===== src/rtl/dyn_seg_capture.sv =====
// Captures BCD digits from a multiplexed 7-segment drive (COM one-cold, SEG_DEC pattern).
// Optional macro SEG_ALT_GLYPH_EN adds the alternate 6 (7d) and 9 (6f) glyphs.
module dyn_seg_capture #(
    parameter int STABLE_CYC  = 4,
    parameter int TIMEOUT_CYC = 50000
) (
    input  logic        CLK,
    input  logic        CLR,
    input  logic [6:0]  SEG_DEC,
    input  logic [7:0]  COM,
    output logic [31:0] DIGITS,
    output logic [7:0]  VALID,
    output logic        UPD,
    output logic        SEG_ERR,
    output logic        STALE
);
    localparam int NUM_DIG = 8;
    localparam int TW      = 20;
    localparam logic [7:0]    STB     = 8'(STABLE_CYC);
    localparam logic [TW-1:0] TMO_LIM = TW'(TIMEOUT_CYC);
    localparam logic [TW-1:0] TMO_ONE = TW'(1);

    typedef struct packed {
        logic [7:0] com;
        logic [6:0] seg;
    } pair_t;

    typedef enum logic [1:0] {WAIT, SETTLE, HELD} st_t;

    pair_t                       cur_q, prv_q;
    st_t                         st_q, st_d;
    logic [7:0]                  cnt_q, cnt_d;
    logic                        acc;
    logic [TW-1:0]               tmo_q, tmo_d;
    logic [NUM_DIG-1:0][3:0]     dig_q, dig_d;
    logic [NUM_DIG-1:0]          vld_q, vld_d;
    logic                        stale_q, stale_d, upd_q, upd_d, err_q, err_d;
    logic                        expire;
    logic [7:0]                  sel_n;
    logic                        one_cold, chg;
    logic [2:0]                  sel_idx;
    logic [3:0]                  dec_val;
    logic                        dec_ok;

    assign sel_n    = ~cur_q.com;
    assign one_cold = (sel_n != 8'd0) && ((sel_n & (sel_n - 8'd1)) == 8'd0);
    assign chg      = (cur_q != prv_q);

    always_comb begin
        sel_idx = '0;
        for (int i = 0; i < NUM_DIG; i++)
            if (sel_n[i]) sel_idx = 3'(i);
    end

    always_comb begin
        dec_ok  = 1'b1;
        dec_val = 4'd0;
        case (cur_q.seg)
            7'h3f: dec_val = 4'd0;
            7'h06: dec_val = 4'd1;
            7'h5b: dec_val = 4'd2;
            7'h4f: dec_val = 4'd3;
            7'h66: dec_val = 4'd4;
            7'h6d: dec_val = 4'd5;
            7'h7c: dec_val = 4'd6;
            7'h07: dec_val = 4'd7;
            7'h7f: dec_val = 4'd8;
            7'h67: dec_val = 4'd9;
`ifdef SEG_ALT_GLYPH_EN
            7'h7d: dec_val = 4'd6;
            7'h6f: dec_val = 4'd9;
`endif
            default: dec_ok = 1'b0;
        endcase
    end

    always_comb begin
        st_d  = st_q;
        cnt_d = cnt_q;
        acc   = 1'b0;
        case (st_q)
            WAIT: begin
                if (one_cold) begin
                    st_d  = SETTLE;
                    cnt_d = 8'd1;
                end
            end
            SETTLE: begin
                if (!chg) begin
                    cnt_d = cnt_q + 8'd1;
                end else if (one_cold) begin
                    cnt_d = 8'd1;
                end else begin
                    st_d  = WAIT;
                    cnt_d = 8'd0;
                end
            end
            HELD: begin
                if (chg && one_cold) begin
                    st_d  = SETTLE;
                    cnt_d = 8'd1;
                end else if (chg) begin
                    st_d  = WAIT;
                    cnt_d = 8'd0;
                end
            end
            default: begin
                st_d  = WAIT;
                cnt_d = 8'd0;
            end
        endcase
        // Acceptance fires on the edge the count reaches the threshold, even on a reload to 1.
        if (st_d == SETTLE && cnt_d == STB) begin
            acc  = 1'b1;
            st_d = HELD;
        end
    end

    always_comb begin
        tmo_d   = tmo_q;
        dig_d   = dig_q;
        vld_d   = vld_q;
        stale_d = stale_q;
        upd_d   = 1'b0;
        err_d   = 1'b0;
        expire  = (tmo_q != TMO_LIM) && ((tmo_q + TMO_ONE) == TMO_LIM);
        if (tmo_q != TMO_LIM) tmo_d = tmo_q + TMO_ONE;
        if (expire) begin
            stale_d = 1'b1;
            vld_d   = '0;
        end
        // Applied after expiry so a same-edge acceptance overrides it.
        if (acc) begin
            if (dec_ok) begin
                dig_d[sel_idx] = dec_val;
                vld_d[sel_idx] = 1'b1;
                upd_d          = 1'b1;
                stale_d        = 1'b0;
                tmo_d          = '0;
            end else begin
                err_d          = 1'b1;
                vld_d[sel_idx] = 1'b0;
            end
        end
    end

    always_ff @(posedge CLK) begin
        if (!CLR) begin
            cur_q   <= '{com: 8'hff, seg: 7'h00};
            prv_q   <= '{com: 8'hff, seg: 7'h00};
            st_q    <= WAIT;
            cnt_q   <= '0;
            tmo_q   <= '0;
            dig_q   <= '0;
            vld_q   <= '0;
            stale_q <= 1'b0;
            upd_q   <= 1'b0;
            err_q   <= 1'b0;
        end else begin
            cur_q   <= '{com: COM, seg: SEG_DEC};
            prv_q   <= cur_q;
            st_q    <= st_d;
            cnt_q   <= cnt_d;
            tmo_q   <= tmo_d;
            dig_q   <= dig_d;
            vld_q   <= vld_d;
            stale_q <= stale_d;
            upd_q   <= upd_d;
            err_q   <= err_d;
        end
    end

    assign DIGITS  = dig_q;
    assign VALID   = vld_q;
    assign UPD     = upd_q;
    assign SEG_ERR = err_q;
    assign STALE   = stale_q;
endmodule

===== config.mk =====
export PLATFORM = sky130hd
export DESIGN_NAME = dyn_seg_capture
export DESIGN_NICKNAME = d
export VERILOG_FILES = /design/src/rtl/dyn_seg_capture.sv
export SDC_FILE = /design/constraint.sdc
export NUM_CORES = 1
export LEC_CHECK = 0
export ABC_AREA = 1
export CAP_MARGIN = 20
export CORE_ASPECT_RATIO = 2
export CORE_UTILIZATION = 58
export CTS_BUF_LIST = sky130_fd_sc_hd__clkbuf_8
export DETAILED_ROUTE_END_ITERATION = 6
export HOLD_SLACK_MARGIN = 0.05
export PLACE_DENSITY = 0.82
export SYNTH_ARGS = -nofsm -noshare
export SYNTH_HDL_FRONTEND = slang
export SYNTH_SLANG_ARGS = --single-unit
export TNS_END_PERCENT = 30

===== constraint.sdc =====
create_clock -name CLK -period 2.75 [get_ports CLK]
set_input_delay 0.55 -clock CLK [delete_from_list [all_inputs] [get_ports CLK]]
set_output_delay 0.55 -clock CLK [all_outputs]
set_load 0.01 [all_outputs]

# --- Word-level counts from Yosys, hierarchy flattened ---
# Index checks and enable logic that the tools add are counted.
word_totals:
  reg_bits: 103
  in_bits: 17
  output_inout_bits: 43
  elab_cells: 99
classes:
  addsub: 3
  n_lt_le_gt_ge: 2
  n_eq_ne: 17
  mux: 39
  n_bitwise: 6
  n_reduce_logical: 12
op_table:
  columns: ["cell", "count"]
  rows:
  - ["$mux 20", 3]
  - ["$mux 8", 7]
  - ["$eq 7x7->1 const B", 7]
  - ["$pmux 4 s9", 1]
  - ["$bwmux 32", 1]
  - ["$pmux 8 s3", 1]
  - ["$add 20x1->20 const B", 1]
  - ["$eq 20x16->1 const B", 1]
  - ["$ne 20x16->1 const B", 1]
  - ["$mux 3", 6]
  - ["$and 8x8->8", 2]
  - ["$not 8->8", 2]
  - ["$ne 15x15->1", 1]
  - ["$eq 7x3->1 const B", 2]
  - ["$demux 4 s3", 1]
  - ["$mux 2", 6]
  - ["$mux 1", 10]
  - ["$reduce_or 10->1", 1]
  - ["$add 8x1->8 const B", 1]
  - ["$eq 8x3->1 const B", 1]
  - ["$logic_not 8->1", 1]
  - ["$or 8x8->8", 1]
  - ["$reduce_bool 8->1", 1]
  - ["$sub 8x1->8 const B", 1]
  - ["other kinds (13)", 19]

# --- Depth between registers and ports, before layout ---
# Gate-level depths: netlist of run 1.
depth:
  word_depth: 16
  mapped_depth: 19
  depth_no_buf: 18

# --- Least setup slack after synthesis of run 1 ---
# No wires, ideal clock.
synth_path:
  path_kind: "register to register"
  start: "register cnt_q[1]"
  end: "register tmo_q[8]"
  setup_time_ns: 0.119
  arrival_ns: 1.957
  t_required_ns: 2.631
  path_slack_ns: 0.675
  stages_incl_launch_ff: 18
  n_path_buf: 1
  period_less_slack_ns: 2.075
  path_cell_list: "dfxtp_1 ha_1 nand2_1 nor2_1 nand4_1 nand2_1 nor2_1 nand3_1 nand2_1 nor2_1 nand2_2 nor2_4 inv_2 nor2_4 nand2_2 nand2_2 buf_6 nor2_1"
synth_between:
  elab_chain_len: 7
  word_cells_on_any_way: 10
  classes_between: "add/sub: 1; eq/ne: 1; mux: 7; reduce/logical: 1"
synth_lines:
  columns: ["item", "line", "source"]
  rows:
  - ["start: declaration", "32", "logic [7:0] cnt_q, cnt_d;"]
  - ["start signal: assignment", "163", "cnt_q <= cnt_d;"]
  - ["$add 8x1->8 or $mux 8 (tied branches)", "90, 102", null]
  - ["$mux 8, on equally long branches", "89, 99", null]
  - ["$pmux 8 s3 (*)", "81", "case (st_q)"]
  - ["$eq 8x3->1 (*)", "113", "if (st_d == SETTLE && cnt_d == STB) begin"]
  - ["$logic_and 1x1->1 (*)", "113", null]
  - ["$mux 1 (*)", "113", null]
  - ["$mux 20 (*)", "133", "if (acc) begin"]
  - ["end signal: assignment", "164", "tmo_q <= tmo_d;"]
  - ["end: declaration", "34", "logic [TW-1:0] tmo_q, tmo_d;"]
# Mark *: on every way between the ends. The rest lies on a longest branch, timed or not.
# A chain may end at the register's enable or synchronous reset.

# --- Worst setup path in the final report of run 1 ---
layout_path:
  start: "register cur_q[4] in the netlist's numbering"
  end: "register vld_q[3], in the netlist VALID[3]"
layout_between:
  elab_chain_len: 8
  word_cells_on_any_way: 28
  classes_between: "eq/ne: 13; mux: 12; reduce/logical: 3"
layout_lines:
  columns: ["item", "line", "source"]
  rows:
  - ["start: declaration", "30", "pair_t cur_q, prv_q;"]
  - ["start signal: assignment", "149", "cur_q <= '{com: 8'hff, seg: 7'h00};"]
  - ["start signal: assignment", "160", "cur_q <= '{com: COM, seg: SEG_DEC};"]
  - ["$ne 15x15->1", "47", "assign chg = (cur_q != prv_q);"]
  - ["$mux 8 (tied with other cells)", "102", "end else if (chg) begin"]
  - ["$mux 8 or $mux 2 (tied branches)", "99", "if (chg && one_cold) begin"]
  - ["$pmux 8 s3 or $pmux 2 s3 (tied branches)", "81", null]
  - ["$eq 8x3->1 or $eq 2x1->1 (tied branches)", "113", null]
  - ["$logic_and 1x1->1", "113", null]
  - ["$mux 1", "113", null]
  - ["$mux 8 (*)", "133", null]
  - ["end signal: assignment", "166", "vld_q <= vld_d;"]
  - ["end: declaration", "36", "logic [NUM_DIG-1:0] vld_q, vld_d;"]
# Marked as above.

==> results.json, run 1 <==
{
  "antenna_cells": 0,
  "avgSynthCellArea_um2": 6.463,
  "drive_above_1_share_pct": 8.063,
  "place_congestion": 0.9131,
  "ys_warn_count": 0,
  "p_comb_share_pct": 9.2,
  "htreeDepth": 3,
  "fmax_mhz": 395.8,
  "initial_core_util_pct": 59.52,
  "cap_violations": 0,
  "cp-startpoint": "cur_q[4]",
  "setup_viol": 0,
  "arrival_ns": 2.76,
  "reg2reg_from": "cur_q[4]",
  "ys_seq_area_share_pct": 38.44,
  "synth_edf_count": 0,
  "cts_made_buffers": 9,
  "core_um2": 9012,
  "min_period_ns": 2.527,
  "final_cells": 995,
  "final_antenna_net_count": 0,
  "io_pins": 60,
  "synth_nets": 851,
  "cts_setup_buffers": 0,
  "rows": 49,
  "grt_max_degree": 57,
  "synth_cells": 830,
  "grt_usage_pct": 30.39,
  "finalHoldViolCount": 0,
  "cts-root-buf": "clkbuf_8",
  "synth-seq-cells": 103,
  "synth_top_area_cell": "dfxtp_1",
  "peakVddDrop_v": 0.0004022,
  "totalPowerFinal_mw": 2.909,
  "synthTopCellsByArea": "dfxtp_1 (38%), nand2_1 (16%), nor2_1 (10%)",
  "dp.cells": 979,
  "nets": 909,
  "grt_pass1_wl_um": 23610,
  "swShare_pct": 26.18,
  "post_drt_wl_per_cell_um": 14.32,
  "cpPeakStageDelay_ns": 0.45,
  "crit_path_top_delay_cell": "dfxtp_1",
  "pwr-share-seq_pct": 53.2,
  "grt_pass1_vias": 5242,
  "r2r-end": "VALID[3]",
  "endpoint": "VALID[3]",
  "drcViolationCount": 0,
  "powerDensity_nw_per_um2": 464.1,
  "critPathMaxFanout": 13,
  "crit_required_ns": 2.99,
  "die_h_um": 138,
  "syn2layout_area_growth_pct": 16.84,
  "grt_setup_unrepaired": "false",
  "cts_hold_buffers": 0,
  "die_area_um2": 9660,
  "crit_path_start_kind": "register",
  "clockBufferDepth": 2,
  "place_hpwl_um": 10920,
  "crit_chain": "inv_2 > nand2_1 > nand2_1 > nor2_1 > nand2_1 > nor2_4 > nand3_1 > nand2_2 > inv_2 > nor2_2 > nand2_2 > nor2_4 > inv_2 > nor2_4 > buf_4 > nand2_1 > nand2_1 > a21oi_1",
  "whs_path_depth": 2,
  "period_share_pct": 91.88,
  "synth.cell_area_um2": 5364,
  "vias": 5372,
  "antenna_found_initial": 0,
  "ys_types": 41,
  "port_buffers": 59,
  "holdCritPathClass": "reg2reg",
  "p_int_mw": 2.147,
  "crit_top_cell": "nand2_1",
  "reg2reg_setup_slack_ns": 0.22,
  "dieWidth_um": 70,
  "ys.flop_type": "dfxtp_1",
  "cp-end-kind": "register",
  "worst_pin_slew_ns": 0.9298,
  "rr_worst_depth": 18,
  "p_sw_mw": 0.7615,
  "wirelength_um": 14250,
  "path_class": "reg2reg",
  "routed_via_density": 5.399,
  "netlist.area_leader.share_pct": 38.44,
  "p_leak_nw": 3.027,
  "pwr-share-clk_pct": 37.6,
  "outcome": "complete, no violations",
  "postSynth.asyncResetShare_pct": 0,
  "cts.reportedPaths.clkPinSlew_ns": 0.10,
  "overflow": 0,
  "drtIter0Drc": 384,
  "cts_tree": "yes",
  "cts_sinks": 103,
  "max-slew-margin-rel_pct": 37.94,
  "clkLatencyLatePin_ns": 0.39,
  "tns_ns": 0,
  "firstDrtPassIters": 5,
  "fin_skew_ns": 0.01291,
  "nFillCells": 836,
  "slew_viol_final": 0
}
power groups by stage:
stage	sequential [mW]	combinational, mW	clock (mW)
5_1_grt	1.55	0.298	1.16
4_1_cts	1.55	0.261	1.10
3_5_place_dp	1.58	0.260	0
2_1_floorplan	1.57	0.198	0
6_report	1.55	0.267	1.09
3_3_place_gp	1.58	0.253	0
synthesized netlist by cell type, types with 2 or more instances:
cell type,count
inv_1,126
buf_2,5
clkinv_1,3
ha_1,4
xnor2_1,5
inv_2,10
nor3_1,5
dfxtp_1,103
clkbuf_1,4
nand2_1,226
or2_2,10
buf_6,2
nand4_1,31
buf_1,2
nand3_2,2
nor2_1,143
nor2_2,10
xor2_1,12
buf_4,3
a21oi_1,23
nand2_2,8
o21ai_0,15
nand3_1,58
nor2_4,3
critical path, delay by kind of cell (launching register included):
| kind | cells | cell delay [ns] |
|---|---|---|
| flops | 1 | 0.45 |
| simple gates | 13 | 1.51 |
| compound gates | 1 | 0.06 |
| buf+inv | 4 | 0.37 |
flip-flops by register name (all words and copies together), names as in the netlist:
register and count:
DIGITS 32, tmo_q 20, cur_q 15, prv_q 15, VALID 8, cnt_q 8
st_q 2, SEG_ERR 1, STALE 1, UPD 1
how the worst min path moves through the flow:
stage | from | endpoint | slack [ns]
detailed placement | DIGITS[14] | DIGITS[14] | 0.45
CTS | DIGITS[14] | DIGITS[14] | 0.47
global route | DIGITS[29] | DIGITS[29] | 0.50
finish | DIGITS[14] | DIGITS[14] | 0.47
floorplan | cur_q[3] | prv_q[3] | 0.45
global placement | DIGITS[14] | DIGITS[14] | 0.46
routing by layer:
layer / share of wire [%] / GRT usage, % / wire (µm)
met1: 36 / 29.24 / 5133
met5: 0 / 0 / 0
met3: 3.1 / 3.426 / 446
met2: 55 / 58.20 / 7846
met4: 5.8 / 20.11 / 827
metrics by stage:
| stage | cell area, µm² | setup slack (ns) | utilization (%) | hold WS [ns] |
|---|---|---|---|---|
| floorplan | 5364 | 0.6746 | - | 0.4461 |
| global placement | 6015 | 0.1990 | 66.74 | 0.4570 |
| detailed placement | 6015 | 0.06494 | 66.74 | 0.4528 |
| CTS | 6245 | 0.05196 | 69.29 | 0.4680 |
| global route | 6267 | 0.003520 | 69.54 | 0.4964 |
| finish | 6267 | 0.2234 | 69.54 | 0.4673 |
cell families (layout without fill, tap and decap cells):
family,Yosys count,in the layout,share of synthesized area (%)
adder cells (fa/ha/maj),4,4,0.9331
AND/OR/NAND/NOR,503,503,41.43
buffers and inverters,155,218,11.45
multiplexers,1,1,0.1866
XOR/XNOR,17,17,2.776
AO/OA/AOI/OAI,47,47,4.782
flip-flops,103,103,38.44
final cells by class:
| type | instances | area, µm² | share of cell area [%] |
|---|---|---|---|
| clock buffer | 10 | 137.6 | 2.196 |
| clock inverter | 6 | 92.59 | 1.477 |
| inverter | 139 | 521.8 | 8.325 |
| multi-input combinational | 572 | 2710 | 43.24 |
| sequential | 103 | 2062 | 32.90 |
| tap | 102 | 127.6 | 2.036 |
| timing repair buffer | 63 | 615.6 | 9.822 |
what timing repair did:
action                                  CTS  global route
endpoints found under the setup margin    0            54
gates resized for setup                   0             6
endpoints found under the hold margin     0             0
cell usage in the layout (no fill, tap or decap), types with 2 or more instances in the layout:
| cell | count |
|---|---|
| nand2_1 | 226 |
| nor2_1 | 143 |
| inv_1 | 125 |
| dfxtp_1 | 103 |
| nand3_1 | 58 |
| clkdlybuf4s50_1 | 58 |
| nand4_1 | 31 |
| a21oi_1 | 23 |
| o21ai_0 | 15 |
| xor2_1 | 12 |
| inv_2 | 11 |
| or2_2 | 10 |
| clkbuf_8 | 10 |
| nand2_2 | 7 |
| nor2_2 | 7 |
| nor2_4 | 6 |
| xnor2_1 | 5 |
| nor3_1 | 5 |
| buf_4 | 4 |
| clkinv_1 | 3 |
| ha_1 | 3 |
| nand2_4 | 2 |
| nand3_2 | 2 |
| bufinv_16 | 2 |
| clkinvlp_4 | 2 |
Power figures use the tool's default switching activity.
==> run 2, diff against run 1 <==
Settings changed: SKIP_LAST_GASP from default to 1.
==> results of run 2 <==
No change in the layout: final DEF, timing and power equal those of run 1.
==> run 3, diff against run 2 <==
Settings changed: CORE_UTILIZATION 58 to 65, DONT_BUFFER_PORTS from default to 1, HOLD_SLACK_MARGIN 0.05 to 0.02, PLACE_DENSITY 0.82 to 0.81.
==> run 3 against run 2 <==
  * Core utilization increased by 1.4 points
  * Die area decreased by 11%
  * Flip-flop and latch count unchanged
  * First-iteration DRC count decreased by 13%
  * Global-route usage increased by 3.0 points
  * Fmax about the same
  * Clock skew increased by 0.0025 ns
  * Count of clock-buffer cells in the layout unchanged
  * Final cell count decreased by 6.2%
  * Largest power group unchanged
==> results.json, run 3 (synthesis results as in run 1) <==
{
  "cts_tree": "yes",
  "powerDensity_nw_per_um2": 464.2,
  "cpPeakStageDelay_ns": 0.45,
  "syn2layout_area_growth_pct": 5.085,
  "setup_viol": 0,
  "crit_path_top_delay_cell": "dfxtp_1",
  "nets": 855,
  "initial_core_util_pct": 67.53,
  "layout_common_cells": "nand2_1 (226), nor2_1 (143), inv_1 (127)",
  "final_cells": 933,
  "port_buffers": 0,
  "min_period_ns": 2.529,
  "worst_pin_slew_ns": 0.9514,
  "crit_chain": "ha_1 > nand2_1 > nor2_1 > nand4_1 > nand2_1 > nor2_1 > nand3_1 > nand2_1 > nor2_1 > nand2_2 > nor2_4 > inv_2 > nor2_4 > buf_4 > nand2_1 > nand2_1 > a21oi_1",
  "drive_above_1_share_pct": 8.483,
  "multi_input_area_um2": 2703,
  "place_hpwl_um": 10390,
  "final_antenna_net_count": 0,
  "tns_ns": 0,
  "die_h_um": 130.5,
  "path_class": "reg2reg",
  "cts-root-buf": "clkbuf_8",
  "largest_reg_flops": 32,
  "hold_end": "prv_q[10]",
  "cts.reportedPaths.clkPinSlew_ns": 0.09,
  "arrival_ns": 2.74,
  "utilization_pct": 70.97,
  "dp.cells": 919,
  "p_leak_nw": 2.824,
  "antenna_found_initial": 0,
  "holdWs_ns": 0.2521,
  "fmax_mhz": 395.4,
  "clkLatencyLatePin_ns": 0.37,
  "wirelength_um": 13580,
  "critPathMaxFanout": 7,
  "crit_required_ns": 2.96,
  "cp-end-kind": "register",
  "routed_via_density": 5.505,
  "nFillCells": 712,
  "drtIter0Drc": 336,
  "seqCellArea_um2": 2062,
  "htreeDepth": 3,
  "grt_setup_unrepaired": "false",
  "grt_pass1_vias": 5022,
  "peakVddDrop_v": 0.0002919,
  "io_pins": 60,
  "crit_path_start_kind": "register",
  "drcViolationCount": 0,
  "reg2reg_setup_slack_ns": 0.22,
  "overflow": 0,
  "holdCritPathClass": "in2reg",
  "final_common_cell": "nand2_1",
  "place_congestion": 0.9274,
  "outcome": "complete, no violations",
  "grt_usage_pct": 33.40,
  "rows": 46,
  "max-slew-margin-rel_pct": 36.51,
  "post_drt_wl_per_cell_um": 14.56,
  "firstDrtPassIters": 5,
  "vias": 5136,
  "fin_skew_ns": 0.01544,
  "antenna_cells": 0,
  "core_um2": 7943,
  "finalHoldViolCount": 0,
  "whs_path_depth": 1,
  "r2r-end": "VALID[0]",
  "crit_top_cell": "nand2_1",
  "period_share_pct": 91.96,
  "design_area_um2": 5637,
  "dpl_cell_area_um2": 5459,
  "reg2reg_from": "cnt_q[1]",
  "cap_violations": 0,
  "cts_sinks": 103,
  "worstHoldStart": "CLR",
  "slew_viol_final": 0,
  "die_area_um2": 8642,
  "grt_max_degree": 58,
  "rr_worst_depth": 17,
  "grt_pass1_wl_um": 22070,
  "dieWidth_um": 66.24,
  "cts_made_buffers": 9,
  "cp-startpoint": "cnt_q[1]",
  "clockBufferDepth": 2
}
==> run 3: where the power goes <==
group | switching (mW) | internal (mW)
logic | 0.168 | 0.0716
clock network | 0.489 | 0.341
registers | 0.0296 | 1.52
total | 0.686 | 1.93
==> run 3: cell type report <==
class,count,area share (%)
multi-input cells,572,47.95
clock buffers,10,2.442
well taps,96,2.131
flip-flops and latches,103,36.58
repair buffers,9,1.199
clock inverters,4,0.4440
inverters,139,9.256
==> run 3: layer usage <==
layer	vias up	track usage, %	share of wire (%)
li1	2555	-	-
met1	2308	31.25	35
met2	210	62.55	54
met3	63	7.118	5.3
met4	0	22.15	5.4
met5	-	0	0
==> run 3: worst max-delay path: cells and delay by family (launching register included) <==
kind | cells | cell delay, ns
AND/OR/NAND/NOR | 13 | 1.38
adder cells (fa/ha/maj) | 1 | 0.23
AO/OA/AOI/OAI | 1 | 0.05
flip-flops | 1 | 0.45
buffers and inverters | 2 | 0.25
==> run 3: through the flow <==
stage / setup slack [ns] / power (mW)
after floorplan: 0.6746 / 1.772
after global placement: 0.2811 / 1.809
after detailed placement: 0.2136 / 1.817
after CTS: 0.1892 / 2.628
after global routing: 0.00002620 / 2.711
final: 0.2210 / 2.617
==> run 3: repair_timing <==
| item | in CTS | in global routing |
|---|---|---|
| endpoints found under the setup margin | 0 | 35 |
| buffers inserted | 0 | 0 |
| endpoints found under the hold margin | 0 | 0 |
| gates resized for setup | 0 | 3 |
| hold buffers | 0 | 0 |
==> run 3: worst max path at each step <==
stage / endpoint / slack (ns) / depth (start not counted)
after global routing: VALID[7] / 0.00003 / 14
after floorplan: tmo_q[8] / 0.67 / 17
after detailed placement: tmo_q[12] / 0.21 / 17
final: VALID[0] / 0.22 / 17
after global placement: tmo_q[9] / 0.28 / 17
after CTS: STALE / 0.19 / 17
